===== config.mk =====
export PLATFORM = sky130hd
export DESIGN_NAME = msrh_stq_commit_resp
export DESIGN_NICKNAME = d
export VERILOG_FILES = /design/src/rtl/msrh_stq_commit_resp.sv
export SDC_FILE = /design/constraint.sdc
export NUM_CORES = 1
export LEC_CHECK = 0
export BUFFER_PORTS_ARGS = -buffer_cell sky130_fd_sc_hd__buf_2
export CAP_MARGIN = 20
export CORE_AREA = 2 2 160 162
export DETAILED_ROUTE_END_ITERATION = 8
export DIE_AREA = 0 0 162 164
export GPL_TIMING_DRIVEN = 1
export PLACE_DENSITY_LB_ADDON = 0.15
export SLEW_MARGIN = 0
export SYNTH_ARGS = -nofsm -noshare
export SYNTH_HDL_FRONTEND = slang
export SYNTH_SLANG_ARGS = --single-unit

===== constraint.sdc =====
create_clock -name i_clk -period 2.9 [get_ports i_clk]
set_clock_uncertainty 0.05 [all_clocks]
set_input_delay 0.58 -clock i_clk [delete_from_list [all_inputs] [get_ports i_clk]]
set_output_delay 0.58 -clock i_clk [all_outputs]
set_load 0.02 [all_outputs]

===== src/rtl/msrh_stq_commit_resp.sv =====
// Store-queue commit response pipeline: ST0 accept/L1D read, ST1 read check/LRQ, ST2 write result.
// Optional macro MSRH_STQ_COMMIT_HAZARD_EN: same-line requests stall at ST0 instead of replaying in ST1.
module msrh_stq_commit_resp #(
  parameter int unsigned STQ_SIZE   = 16,
  parameter int unsigned PADDR_W    = 56,
  parameter int unsigned DATA_W     = 64,
  parameter int unsigned LINE_OFS_W = 6,
  parameter int unsigned LRQ_SIZE   = 8
) (
  input  logic                        i_clk,
  input  logic                        i_reset_n,

  input  logic                        i_sq_req_valid,
  input  logic [$clog2(STQ_SIZE)-1:0] i_sq_req_index,
  input  logic [PADDR_W-1:0]          i_sq_req_paddr,
  input  logic [DATA_W-1:0]           i_sq_req_data,
  input  logic [DATA_W/8-1:0]         i_sq_req_be,

  output logic                        o_sq_op_accept,
  output logic [$clog2(STQ_SIZE)-1:0] o_sq_op_index,

  output logic [$clog2(STQ_SIZE)-1:0] o_sq_resp_index,
  output logic                        o_sq_l1d_rd_miss,
  output logic                        o_sq_l1d_rd_conflict,
  output logic                        o_sq_lrq_full,
  output logic                        o_sq_lrq_conflict,
  output logic [LRQ_SIZE-1:0]         o_sq_lrq_index_oh,

  output logic [$clog2(STQ_SIZE)-1:0] o_sq_wr_index,
  output logic                        o_sq_l1d_wr_conflict,

  output logic                        o_l1d_rd_valid,
  output logic [PADDR_W-1:0]          o_l1d_rd_paddr,
  input  logic                        i_l1d_rd_hit,
  input  logic                        i_l1d_rd_conflict,

  output logic                        o_lrq_req_valid,
  output logic [PADDR_W-1:0]          o_lrq_req_paddr,
  input  logic                        i_lrq_full,
  input  logic                        i_lrq_conflict,
  input  logic [LRQ_SIZE-1:0]         i_lrq_index_oh,

  output logic                        o_l1d_wr_valid,
  output logic [PADDR_W-1:0]          o_l1d_wr_paddr,
  output logic [DATA_W-1:0]           o_l1d_wr_data,
  output logic [DATA_W/8-1:0]         o_l1d_wr_be,
  input  logic                        i_l1d_wr_conflict
);

  localparam int unsigned IDX_W  = $clog2(STQ_SIZE);
  localparam int unsigned BE_W   = DATA_W / 8;
  localparam int unsigned LINE_W = PADDR_W - LINE_OFS_W;

  // Stage registers
  logic                r_st1_valid;
  logic [IDX_W-1:0]    r_st1_index;
  logic [PADDR_W-1:0]  r_st1_paddr;
  logic [DATA_W-1:0]   r_st1_data;
  logic [BE_W-1:0]     r_st1_be;

  logic                r_st2_valid;
  logic [IDX_W-1:0]    r_st2_index;
  logic [LINE_W-1:0]   r_st2_line;

  logic [LINE_W-1:0]   w_req_line;
  logic [LINE_W-1:0]   w_st1_line;
  logic                w_hazard;
  logic                w_st1_fwd_conflict;
  logic                w_accept;
  logic                w_st1_conflict;
  logic                w_st1_miss;
  logic                w_st1_hit;

  assign w_req_line = i_sq_req_paddr[PADDR_W-1:LINE_OFS_W];
  assign w_st1_line = r_st1_paddr[PADDR_W-1:LINE_OFS_W];

`ifdef MSRH_STQ_COMMIT_HAZARD_EN
  // Stall a request whose line is still being read or written downstream.
  logic w_st1_same;
  logic w_st2_same;
  assign w_st1_same         = r_st1_valid & (w_req_line == w_st1_line);
  assign w_st2_same         = r_st2_valid & (w_req_line == r_st2_line);
  assign w_hazard           = w_st1_same | w_st2_same;
  assign w_st1_fwd_conflict = 1'b0;
`else
  // No stall: a read racing an older same-line write in ST2 must be replayed.
  assign w_hazard           = 1'b0;
  assign w_st1_fwd_conflict = r_st1_valid & r_st2_valid & (w_st1_line == r_st2_line);
`endif

  // Reset gating keeps ST0 outputs quiet while i_reset_n is low.
  assign w_accept = i_reset_n & i_sq_req_valid & ~w_hazard;

  // ST1 outcome decode: conflict beats miss, miss beats hit.
  always_comb begin
    w_st1_conflict = 1'b0;
    w_st1_miss     = 1'b0;
    w_st1_hit      = 1'b0;
    if (r_st1_valid) begin
      if (i_l1d_rd_conflict || w_st1_fwd_conflict) begin
        w_st1_conflict = 1'b1;
      end else if (!i_l1d_rd_hit) begin
        w_st1_miss = 1'b1;
      end else begin
        w_st1_hit = 1'b1;
      end
    end
  end

  // ST0 -> ST1
  always_ff @(posedge i_clk or negedge i_reset_n) begin
    if (!i_reset_n) begin
      r_st1_valid <= 1'b0;
      r_st1_index <= '0;
      r_st1_paddr <= '0;
      r_st1_data  <= '0;
      r_st1_be    <= '0;
    end else begin
      r_st1_valid <= w_accept;
      if (w_accept) begin
        r_st1_index <= i_sq_req_index;
        r_st1_paddr <= i_sq_req_paddr;
        r_st1_data  <= i_sq_req_data;
        r_st1_be    <= i_sq_req_be;
      end
    end
  end

  // ST1 -> ST2, only hits issue a write
  always_ff @(posedge i_clk or negedge i_reset_n) begin
    if (!i_reset_n) begin
      r_st2_valid <= 1'b0;
      r_st2_index <= '0;
      r_st2_line  <= '0;
    end else begin
      r_st2_valid <= w_st1_hit;
      if (w_st1_hit) begin
        r_st2_index <= r_st1_index;
        r_st2_line  <= w_st1_line;
      end
    end
  end

  // ST0 outputs
  assign o_sq_op_accept = w_accept;
  assign o_sq_op_index  = w_accept ? i_sq_req_index : IDX_W'(0);
  assign o_l1d_rd_valid = w_accept;
  assign o_l1d_rd_paddr = w_accept ? i_sq_req_paddr : PADDR_W'(0);

  // ST1 outputs
  assign o_sq_resp_index      = r_st1_valid ? r_st1_index : IDX_W'(0);
  assign o_sq_l1d_rd_conflict = w_st1_conflict;
  assign o_sq_l1d_rd_miss     = w_st1_miss;
  assign o_lrq_req_valid      = w_st1_miss;
  assign o_lrq_req_paddr      = w_st1_miss ? r_st1_paddr : PADDR_W'(0);
  assign o_sq_lrq_full        = w_st1_miss & i_lrq_full;
  assign o_sq_lrq_conflict    = w_st1_miss & i_lrq_conflict;
  assign o_sq_lrq_index_oh    = (w_st1_miss & i_lrq_conflict & ~i_lrq_full) ?
                                i_lrq_index_oh : LRQ_SIZE'(0);
  assign o_l1d_wr_valid       = w_st1_hit;
  assign o_l1d_wr_paddr       = w_st1_hit ? r_st1_paddr : PADDR_W'(0);
  assign o_l1d_wr_data        = w_st1_hit ? r_st1_data : DATA_W'(0);
  assign o_l1d_wr_be          = w_st1_hit ? r_st1_be : BE_W'(0);

  // ST2 outputs
  assign o_sq_wr_index        = r_st2_valid ? r_st2_index : IDX_W'(0);
  assign o_sq_l1d_wr_conflict = r_st2_valid & i_l1d_wr_conflict;

endmodule


==> flow_summary_export.csv, run 1 <==
group,metric,value,unit
cts,numCtsBuffers,17,
critical_path,critPathLaunchType,"register",
final_layout,drive_above_1_share,0.424,
synth,ys.warnings.count,0,
synth,synth_seq_cells,188,
die,die_area,26600,µm²
synth,netlist_top_cells_area,"dfrtp_1, and2_1, nand2_1",
synth,syn_nets,1083,
sta,setup_viol,198,
outcome,status,"complete, but fails checks",
cts,root_buffer,"clkbuf_16",
routing,drt-pass1-iter-count,5,
hold_path,hp-class,"primary input to register",
critical_path,cp_slowest_cell,"dfrtp_1",
critical_path,worstSetupPathType,"register to output port",
pwr,max-vdd-ir-drop,0.000305,V
cts,clockBufferDepth,2,
synth,syn-cell-area,9260,µm²
critical_path,max_stage_delay,0.39,ns
die,initial_core_util,0.373,
critical_path,rr_startpoint,"r_st2_line[0]",
sta,fmax,295,MHz
final_layout,fillCellCount,2344,
pwr,p_leak,7.79,nW
synth,synth_edf_count,0,
flow_run,cap_violations,0,
die,die_x,162,µm
sta,slew_headroom,0.521,
synth,postSynth.asyncResetShare,1.00,
final_layout,syn_to_final_growth,40.6,%
synth,postSynthAreaPerCell,9.90,µm²
grt,grt_pass1_vias,7758,
routing,drc,0,
grt,antenna_found_initial,1,
placement,place_area,12200,µm²
grt,grt_max_degree,133,
die,ios,417,
synth,yosysMostFrequentCell,"nand2_1",
outcome,violations,"negative setup slack",
critical_path,cp_common_cell,"buf_4",
pwr,power-per-cell-area,552,nW/µm²
synth,ys_top_cells_by_count,"nand2_1, and2_1, dfrtp_1",
cts,cts_tree,"yes",
placement,place_hpwl,22000,µm
cts,clk-insertion-delay-late,0.43,ns
synth,postSynthCellCount,935,
grt,grt_first_pass_wirelength,45400,µm
placement,portBuffers,416,
critical_path,startpoint,"r_st2_line[0]",
routing,vias_per_cell,4.68,
cts,cts_max_level,4,
die,die_y,164,µm
routing,wirelength,29900,µm
sta,min_period_over_period,1.17,
synth,yosysTopAreaCell,"dfrtp_1",
synth,synth_ff_type,"dfrtp_1",
grt,grt_usage,0.223,
critical_path,end_kind,"output port",
placement,place_ws,-0.320,ns
die,rows,58,
sta,finalHoldViolations,0,
sta,timing.final.ws_setup,-0.495,ns
hold_path,min-delay-start,"i_sq_req_be[4]",
sta,fin_crit,3.39,ns
routing,post_drt_wl_per_cell,17.3,µm
final_layout,fin_nets,1537,
final_layout,post-route-util,0.524,
sta,worst_pin_slew,0.718,ns
grt,grt_overflow,0,
cts,clkTransAtPathRegs,0.08,ns
placement,gp_congestion,0.801,
routing,vias,8104,
routing,ant_nets,0,
routing,drt_iter0_markers,357,
die,coreArea,24800,µm²
synth,yosysUniqueCellTypes,29,
sta,drv_slew,0,
critical_path,cp_max_fo,56,
sta,rsz0062_at_grt,"true",
critical_path,crit_chain,"xor2_1, nor4_2, buf_4, nand4_1, nor4_4, buf_4, buf_4, a311oi_4, buf_12, and2_1, buf_2",
final_layout,final_area,13000,µm²
critical_path,required,2.27,ns
synth,seq_area_frac_synth,0.508,
critical_path,arrival,2.76,ns
synth,synth_top_area_share,0.508,
cts,cts.sink_count,188,
-- power by group --
part / internal (mW) / switching [mW]
clock network: 1.16 / 1.11
logic: 0.792 / 0.759
registers: 3.06 / 0.316
total: 5.01 / 2.18
-- timing repair --
action,in CTS,in global routing
buffers inserted,2,1
setup endpoints to repair,216,230
pin swaps,6,5
gates resized for setup,29,28
hold endpoints to repair,14,0
hold buffers,1,0
-- stage by stage --
stage | total power, mW | setup TNS (ns) | instances | hold slack (ns)
finish | 7.19 | -87.98 | 1733 | 0.278
global route | 7.58 | -128.85 | 1733 | 0.266
CTS | 7.26 | -129.84 | 1731 | 0.260
detailed placement | 4.96 | -55.02 | 1696 | 0.404
global placement | 4.92 | -48.26 | 1696 | 0.398
floorplan | 4.25 | 0 | 935 | 0.234
-- sequential cells by signal, indices dropped and copies added, names as in the netlist --
name         flops
r_st1_index      4
r_st2_index      4
r_st1_data      64
r_st2_line      50
r_st2_valid      1
r_st1_valid      1
r_st1_be         8
r_st1_paddr     56
-- worst max-delay path: cells and delay by family, from the launching register on --
family | cells | cell delay, ns
flops | 1 | 0.39
simple gates | 4 | 0.40
xor+xnor | 1 | 0.36
buf+inv | 5 | 0.87
compound gates | 1 | 0.27
-- per-layer routing --
layer	track usage	up-vias	wire length (µm)
met1	0.294	3874	13000
met3	0.0455	20	1840
met4	0.0507	0	393
met5	0	-	0
met2	0.380	291	14700
li1	-	3919	-
-- kinds of logic after synthesis --
logic type                synth area share
and+or+nand+nor                      0.280
DFF                                  0.508
buffers and inverters               0.0361
AOI/OAI and AO/OA                   0.0585
muxes                               0.0785
xor gates and xnor gates            0.0388
-- path summary, 6_finish.rpt --
| check | to | cells past startpoint | slack, ns |
|---|---|---|---|
| min reg2reg | r_st1_data[37] | 2 | 0.42 |
| max reg2reg | r_st2_line[8] | 11 | 0.19 |
| max | o_lrq_req_paddr[21] | 11 | -0.49 |
| max in group asynchronous | r_st2_line[44] | 4 | 1.22 |
| min in group asynchronous | r_st1_paddr[45] | 2 | 0.61 |
| min | r_st1_be[4] | 3 | 0.28 |
-- cell type report --
type | count | area [µm²] | area share
Sequential cell | 188 | 4700 | 0.361
Multi-Input combinational cell | 669 | 4310 | 0.331
Timing Repair Buffer | 496 | 2950 | 0.227
Clock buffer | 18 | 439 | 0.0337
Tap cell | 330 | 413 | 0.0317
Clock inverter | 14 | 129 | 0.00990
Inverter | 17 | 63.8 | 0.00490
Antenna cell | 1 | 2.50 | 0.000192
-- placed cells by master, fill, tap and decap left out, drive strengths merged --
master	count
mux2i	7
clkinv	6
and3	68
and4	1
nand4	5
a2111oi	2
a311oi	2
buf	495
xnor2	21
a21o	60
xor2	20
dlygate4sd3	1
nand2	220
nand3	1
a31oi	1
nor2	1
inv	24
o22ai	8
nor3b	1
clkbuf	18
and2	195
nor4	7
dfrtp	188
nand2b	1
diode	1
nor2b	1
mux2	47
clkinvlp	1
(Power assumes the default switching activity.)
==> run 2: changes to the inputs <==
--- a/config.mk
+++ b/config.mk
@@ -7,9 +7,9 @@
 export LEC_CHECK = 0
 export BUFFER_PORTS_ARGS = -buffer_cell sky130_fd_sc_hd__buf_2
 export CAP_MARGIN = 20
-export CORE_AREA = 2 2 160 162
+export CORE_AREA = 2 2 162 164
 export DETAILED_ROUTE_END_ITERATION = 8
-export DIE_AREA = 0 0 162 164
+export DIE_AREA = 0 0 164 166
 export GPL_TIMING_DRIVEN = 1
 export PLACE_DENSITY_LB_ADDON = 0.15
 export SLEW_MARGIN = 0
==> run 2 against run 1 <==
Effect of this change:
- highest routed layer is now met5
- register-to-register slack lost 0.16 ns
- the run still ends with negative setup slack left
- critical endpoint is now o_l1d_wr_data[20]
- design area up 6.2%
- die area increased by 2.5%
- sequential share of layout area decreased by 2.1 points
- clock-buffer cell count stayed put
==> flow_summary_export.csv, run 2 (same netlist as run 1, synthesis figures left out) <==
group,metric,value,unit
pwr,clockPowerShare,0.334,
cts,cts_tree,"yes",
critical_path,end_kind,"output port",
critical_path,critPathLaunchType,"register",
die,die_y,166,µm
placement,portBuffers,416,
cts,cts_max_level,4,
pwr,finalPower,7.57,mW
cts,numCtsBuffers,17,
critical_path,cp_max_fo,19,
sta,worst_pin_slew,0.682,ns
final_layout,fillCellCount,2373,
routing,drc,0,
pwr,power.switching,2.18,mW
flow_run,cap_violations,0,
routing,vias_per_cell,4.73,
sta,finalHoldViolations,0,
cts,clkTransAtPathRegs,0.07,ns
pwr,switching_share,0.289,
routing,wl_met2,15600,µm
pwr,p_int,5.38,mW
die,initial_core_util,0.361,
routing,vias,8260,
grt,grt_overflow,0,
final_layout,reg_top3,"r_st1_data x64, r_st1_paddr x56, r_st2_line x50",
cts,clockBufferDepth,2,
critical_path,arrival,2.66,ns
critical_path,required,2.27,ns
routing,drt-pass1-iter-count,4,
cts,clk-insertion-delay-late,0.43,ns
critical_path,r2r_end,"r_st2_line[4]",
grt,antenna_found_initial,2,
sta,slew_headroom,0.545,
grt,grt_pass1_vias,8298,
outcome,status,"complete, but fails checks",
outcome,violations,"negative setup slack",
routing,ant_nets,0,
critical_path,rr_startpoint,"r_st2_line[3]",
final_layout,fin_nets,1546,
routing,m1WireLength,13800,µm
die,ios,417,
grt,grt_usage,0.228,
placement,gp_congestion,0.806,
grt,grt_max_degree,133,
sta,drv_slew,0,
placement,place_hpwl,21600,µm
final_layout,drive_above_1_share,0.468,
pwr,power-per-cell-area,547,nW/µm²
pwr,pwr-share-seq,0.448,
pwr,power_frac_comb,0.218,
critical_path,worstSetupPathType,"register to output port",
final_layout,layout_common_cells,"buf_2, nand2_1, dfrtp_1, and2_1, buf_4",
grt,grt_first_pass_wirelength,47600,µm
die,coreArea,25600,µm²
cts,cts.sink_count,188,
routing,wirelength,31600,µm
pwr,max-vdd-ir-drop,0.000365,V
sta,timing.final.ws_setup,-0.393,ns
placement,place_ws,-0.294,ns
critical_path,reg2reg_depth,11,
final_layout,layout_commonest_cell,"buf_2",
die,die_area,27200,µm²
final_layout,regMostFlops,"r_st1_data",
cts,root_buffer,"clkbuf_16",
routing,highest-signal-layer,"met5",
die,rows,59,
routing,drt_iter0_markers,401,
sta,fin_crit,3.29,ns
hold_path,hp-class,"primary input to register",
routing,met3_length,1670,µm
critical_path,worst-r2r-setup-slack,0.03,ns
sta,min_period_over_period,1.14,
sta,rsz0062_at_grt,"true",
final_layout,syn_to_final_growth,49.3,%
die,die_x,164,µm
sta,fmax,304,MHz
sta,setup_viol,198,
critical_path,startpoint,"r_st2_line[48]",
pwr,p_leak,8.02,nW
routing,post_drt_wl_per_cell,18.1,µm
final_layout,largest_reg_flops,64,
critical_path,crit_end,"o_l1d_wr_data[20]",
run 2: area by class of cell:
| cell class | instances | area, µm² | area share |
|---|---|---|---|
| Timing Repair Buffer | 505 | 3520 | 0.255 |
| Clock buffer | 18 | 439 | 0.0318 |
| Tap cell | 335 | 419 | 0.0303 |
| Clock inverter | 12 | 186 | 0.0135 |
| Sequential cell | 188 | 4700 | 0.340 |
| Antenna cell | 1 | 2.50 | 0.000181 |
| Multi-Input combinational cell | 669 | 4490 | 0.325 |
| Inverter | 17 | 63.8 | 0.00462 |
run 2: what timing repair did:
action | CTS | global route
hold endpoints to repair | 8 | 0
gates resized for setup | 105 | 123
pin swaps | 11 | 21
hold buffers | 1 | 0
setup buffers | 5 | 3
setup endpoints to repair | 223 | 218
gates cloned | 7 | 3
run 2: worst min path at each step:
stage / slack (ns) / to / start / depth (start not counted)
2_1_floorplan: 0.23 / r_st1_be[0] / i_reset_n / 0
3_3_place_gp: 0.40 / r_st1_data[27] / r_st1_data[27] / 2
3_5_place_dp: 0.40 / r_st1_data[22] / r_st1_data[22] / 2
5_1_grt: 0.28 / r_st1_data[35] / i_sq_req_data[35] / 3
4_1_cts: 0.27 / r_st1_data[45] / i_sq_req_data[45] / 3
6_report: 0.29 / r_st1_data[45] / i_sq_req_data[45] / 3
run 2: worst max-delay path, stage by stage, from the launching register on:
cell      delay, ns
dfrtp_1        0.39
xor2_1         0.17
nor4_2         0.29
buf_4          0.16
nand4_1        0.10
nor4_2         0.16
buf_4          0.17
a311oi_4       0.12
buf_12         0.18
buf_16         0.16
and2_1         0.16
buf_2          0.15
run 2: power by group through the flow:
stage / sequential (mW) / clock [mW] / combinational [mW]
2_1_floorplan: 3.34 / 0 / 0.915
3_3_place_gp: 3.41 / 0 / 1.52
3_5_place_dp: 3.41 / 0 / 1.55
4_1_cts: 3.37 / 2.59 / 1.62
5_1_grt: 3.45 / 2.70 / 1.81
6_report: 3.39 / 2.53 / 1.65
run 2: metrics by stage:
step           TNS [ns]  hold slack (ns)  cell area, µm²   util  instances
3_5_place_dp     -44.27            0.404           12200  0.475       1696
6_report         -68.24            0.287           13800  0.540       1745
2_1_floorplan         0            0.234            9260      -        935
3_3_place_gp     -49.53            0.400           12200  0.475       1696
4_1_cts          -78.72            0.266           13400  0.521       1738
5_1_grt         -100.56            0.278           13800  0.540       1745
run 2: routing by layer:
metal,vias to the layer above,track usage
met5,-,0
li1,3937,-
met4,2,0.0492
met2,277,0.394
met3,29,0.0465
met1,4015,0.296
==> run 3: changes to the inputs <==
--- a/config.mk
+++ b/config.mk
@@ -5,6 +5,7 @@
 export SDC_FILE = /design/constraint.sdc
 export NUM_CORES = 1
 export LEC_CHECK = 0
+export ABC_CLOCK_PERIOD_IN_PS = 2900
 export BUFFER_PORTS_ARGS = -buffer_cell sky130_fd_sc_hd__buf_2
 export CAP_MARGIN = 20
 export CORE_AREA = 2 2 162 164
@@ -12,6 +13,7 @@
 export DIE_AREA = 0 0 164 166
 export GPL_TIMING_DRIVEN = 1
 export PLACE_DENSITY_LB_ADDON = 0.15
+export SETUP_SLACK_MARGIN = 0.2
 export SLEW_MARGIN = 0
 export SYNTH_ARGS = -nofsm -noshare
 export SYNTH_HDL_FRONTEND = slang
==> run 3 against run 2 <==
Effect of this change:
- the run still ends with negative setup slack left
- largest power group unchanged
- clock power about the same
- sequential cell count stayed put
- sequential share of layout area rose by 1.5 points
- hold slack got worse by 0.047 ns
- total power decreased by 1.3%
- die area is the same
- largest cell class unchanged
==> flow_summary_export.csv, run 3 (same netlist as run 1, synthesis figures left out) <==
group,metric,value,unit
outcome,status,"complete, but fails checks",
outcome,violations,"negative setup slack",
critical_path,crit_cells,7,
pwr,clockPowerShare,0.341,
placement,gp_congestion,0.822,
grt,grt_usage,0.224,
die,coreArea,25600,µm²
routing,drt_iter0_markers,341,
routing,vias,8126,
placement,place_area,12100,µm²
cts,clkTransAtPathRegs,0.07,ns
pwr,p_leak,7.79,nW
cts,numCtsBuffers,17,
die,ios,417,
final_layout,syn_to_final_growth,43.2,%
die,rows,59,
critical_path,path_delay_family,"compound AO/OA/AOI/OAI gates",
pwr,max-vdd-ir-drop,0.000317,V
final_layout,reg_top3,"r_st1_data x64, r_st1_paddr x56, r_st2_line x50",
pwr,power_frac_comb,0.206,
sta,min_period_over_period,1.18,
sta,holdWs,0.240,ns
final_layout,regMostFlops,"r_st1_data",
critical_path,cp_slowest_cell,"a2111oi_0",
flow_run,cap_violations,0,
sta,finalSetupTns,-92.66,ns
grt,grt_first_pass_wirelength,46700,µm
pwr,pwr-share-seq,0.453,
routing,drt-pass1-iter-count,5,
hold_path,hp-class,"primary input to asynchronous set/reset pin",
sta,setup_viol,198,
final_layout,final_area,13300,µm²
sta,worst_pin_slew,0.664,ns
grt,grt_pass1_vias,8072,
pwr,switching_share,0.297,
grt,grt_overflow,0,
sta,finalHoldViolations,0,
critical_path,end_kind,"output port",
sta,rsz0062_at_grt,"true",
pwr,power-per-cell-area,564,nW/µm²
critical_path,required,2.27,ns
cts,cts_tree,"yes",
die,initial_core_util,0.361,
final_layout,layout_common_cells,"buf_2, nand2_1, dfrtp_1, and2_1, buf_4",
sta,fin_crit,3.43,ns
critical_path,worst-path-buf-inv,2,
critical_path,reg2reg_depth,10,
cts,cts_max_level,4,
pwr,p_int,5.25,mW
critical_path,worstSetupPathType,"register to output port",
final_layout,fin_nets,1528,
final_layout,insertedDiodeCount,0,
pwr,power.switching,2.22,mW
cts,cts.sink_count,188,
cts,root_buffer,"clkbuf_16",
sta,drv_slew,0,
placement,place_hpwl,22200,µm
critical_path,crit_chain,"xor2_1, a2111oi_0, and4_1, a311oi_4, buf_12, and2_1, buf_2",
final_layout,largest_reg_flops,64,
critical_path,worst-r2r-setup-slack,0.17,ns
critical_path,cp_max_fo,63,
cts,clockBufferDepth,2,
cts,clk-insertion-delay-late,0.43,ns
die,die_x,164,µm
grt,antenna_found_initial,1,
final_layout,layout_commonest_cell,"buf_2",
routing,wirelength,30700,µm
routing,vias_per_cell,4.70,
die,die_y,166,µm
routing,ant_nets,0,
sta,slew_headroom,0.558,
sta,fmax,292,MHz
grt,grt_max_degree,133,
placement,portBuffers,416,
die,die_area,27200,µm²
critical_path,max_stage_delay,0.52,ns
routing,drc,0,
critical_path,arrival,2.80,ns
sta,timing.final.ws_setup,-0.528,ns
critical_path,critPathLaunchType,"register",
final_layout,drive_above_1_share,0.437,
routing,post_drt_wl_per_cell,17.8,µm
## run 3: changes by cell type in the layout (fill, tap and decap cells not counted), moves of 5 or more
| cell | previous run | this run |
|---|---|---|
| and2_1 | 131 | 162 |
| and2_4 | 64 | 33 |
| and3_1 | 68 | 63 |
| and3_4 | 0 | 5 |
| buf_16 | 7 | 0 |
| buf_2 | 344 | 354 |
| buf_4 | 70 | 75 |
| buf_6 | 69 | 49 |
## run 3: layer usage
metal  up-vias  track usage  wire [µm]
met5         -            0         11
met4         2       0.0561        563
met3        32       0.0542       2030
met2       319        0.379      14800
met1      3857        0.287      13300
li1       3916            -          -
## run 3: per-stage QoR
step           total power, mW  setup slack [ns]  cells   util
2_1_floorplan             4.25             0.294    935      -
3_3_place_gp              4.92           -0.0953   1689  0.472
3_5_place_dp              4.94            -0.187   1689  0.472
4_1_cts                   7.55            -0.546   1727  0.508
5_1_grt                   7.86            -0.716   1728  0.518
6_report                  7.47            -0.528   1728  0.518
## run 3: cell type report
cell class                      instances  area (µm²)
Clock buffer                           17         425
Clock inverter                         15         223
Fill cell                            2454       12400
Inverter                               17        63.8
Multi-Input combinational cell        669        4370
Sequential cell                       188        4700
Tap cell                              335         419
Timing Repair Buffer                  487        3050
## run 3: final timing paths
kind,from,end
max in group asynchronous,i_reset_n,r_st1_paddr[10]
min in group i_clk,i_sq_req_data[29],r_st1_data[29]
max reg2reg,r_st2_line[3],r_st2_line[10]
max,r_st2_line[8],o_l1d_wr_data[44]
min reg2reg,r_st1_data[0],r_st1_data[0]
min,i_reset_n,r_st1_paddr[45]
## run 3: power groups by stage
stage	logic, mW	registers (mW)	clock network [mW]
after floorplan	0.915	3.34	0
after global placement	1.50	3.42	0
after detailed placement	1.52	3.42	0
after CTS	1.56	3.38	2.61
after global routing	1.70	3.44	2.73
final	1.54	3.38	2.55
## run 3: timing repair
item | CTS | global route
gates cloned | 2 | 0
hold endpoints to repair | 2 | 0
buffers inserted | 3 | 1
endpoints found under the setup margin | 245 | 246
hold buffers | 1 | 0
pin swaps | 10 | 4
gates resized for setup | 83 | 74
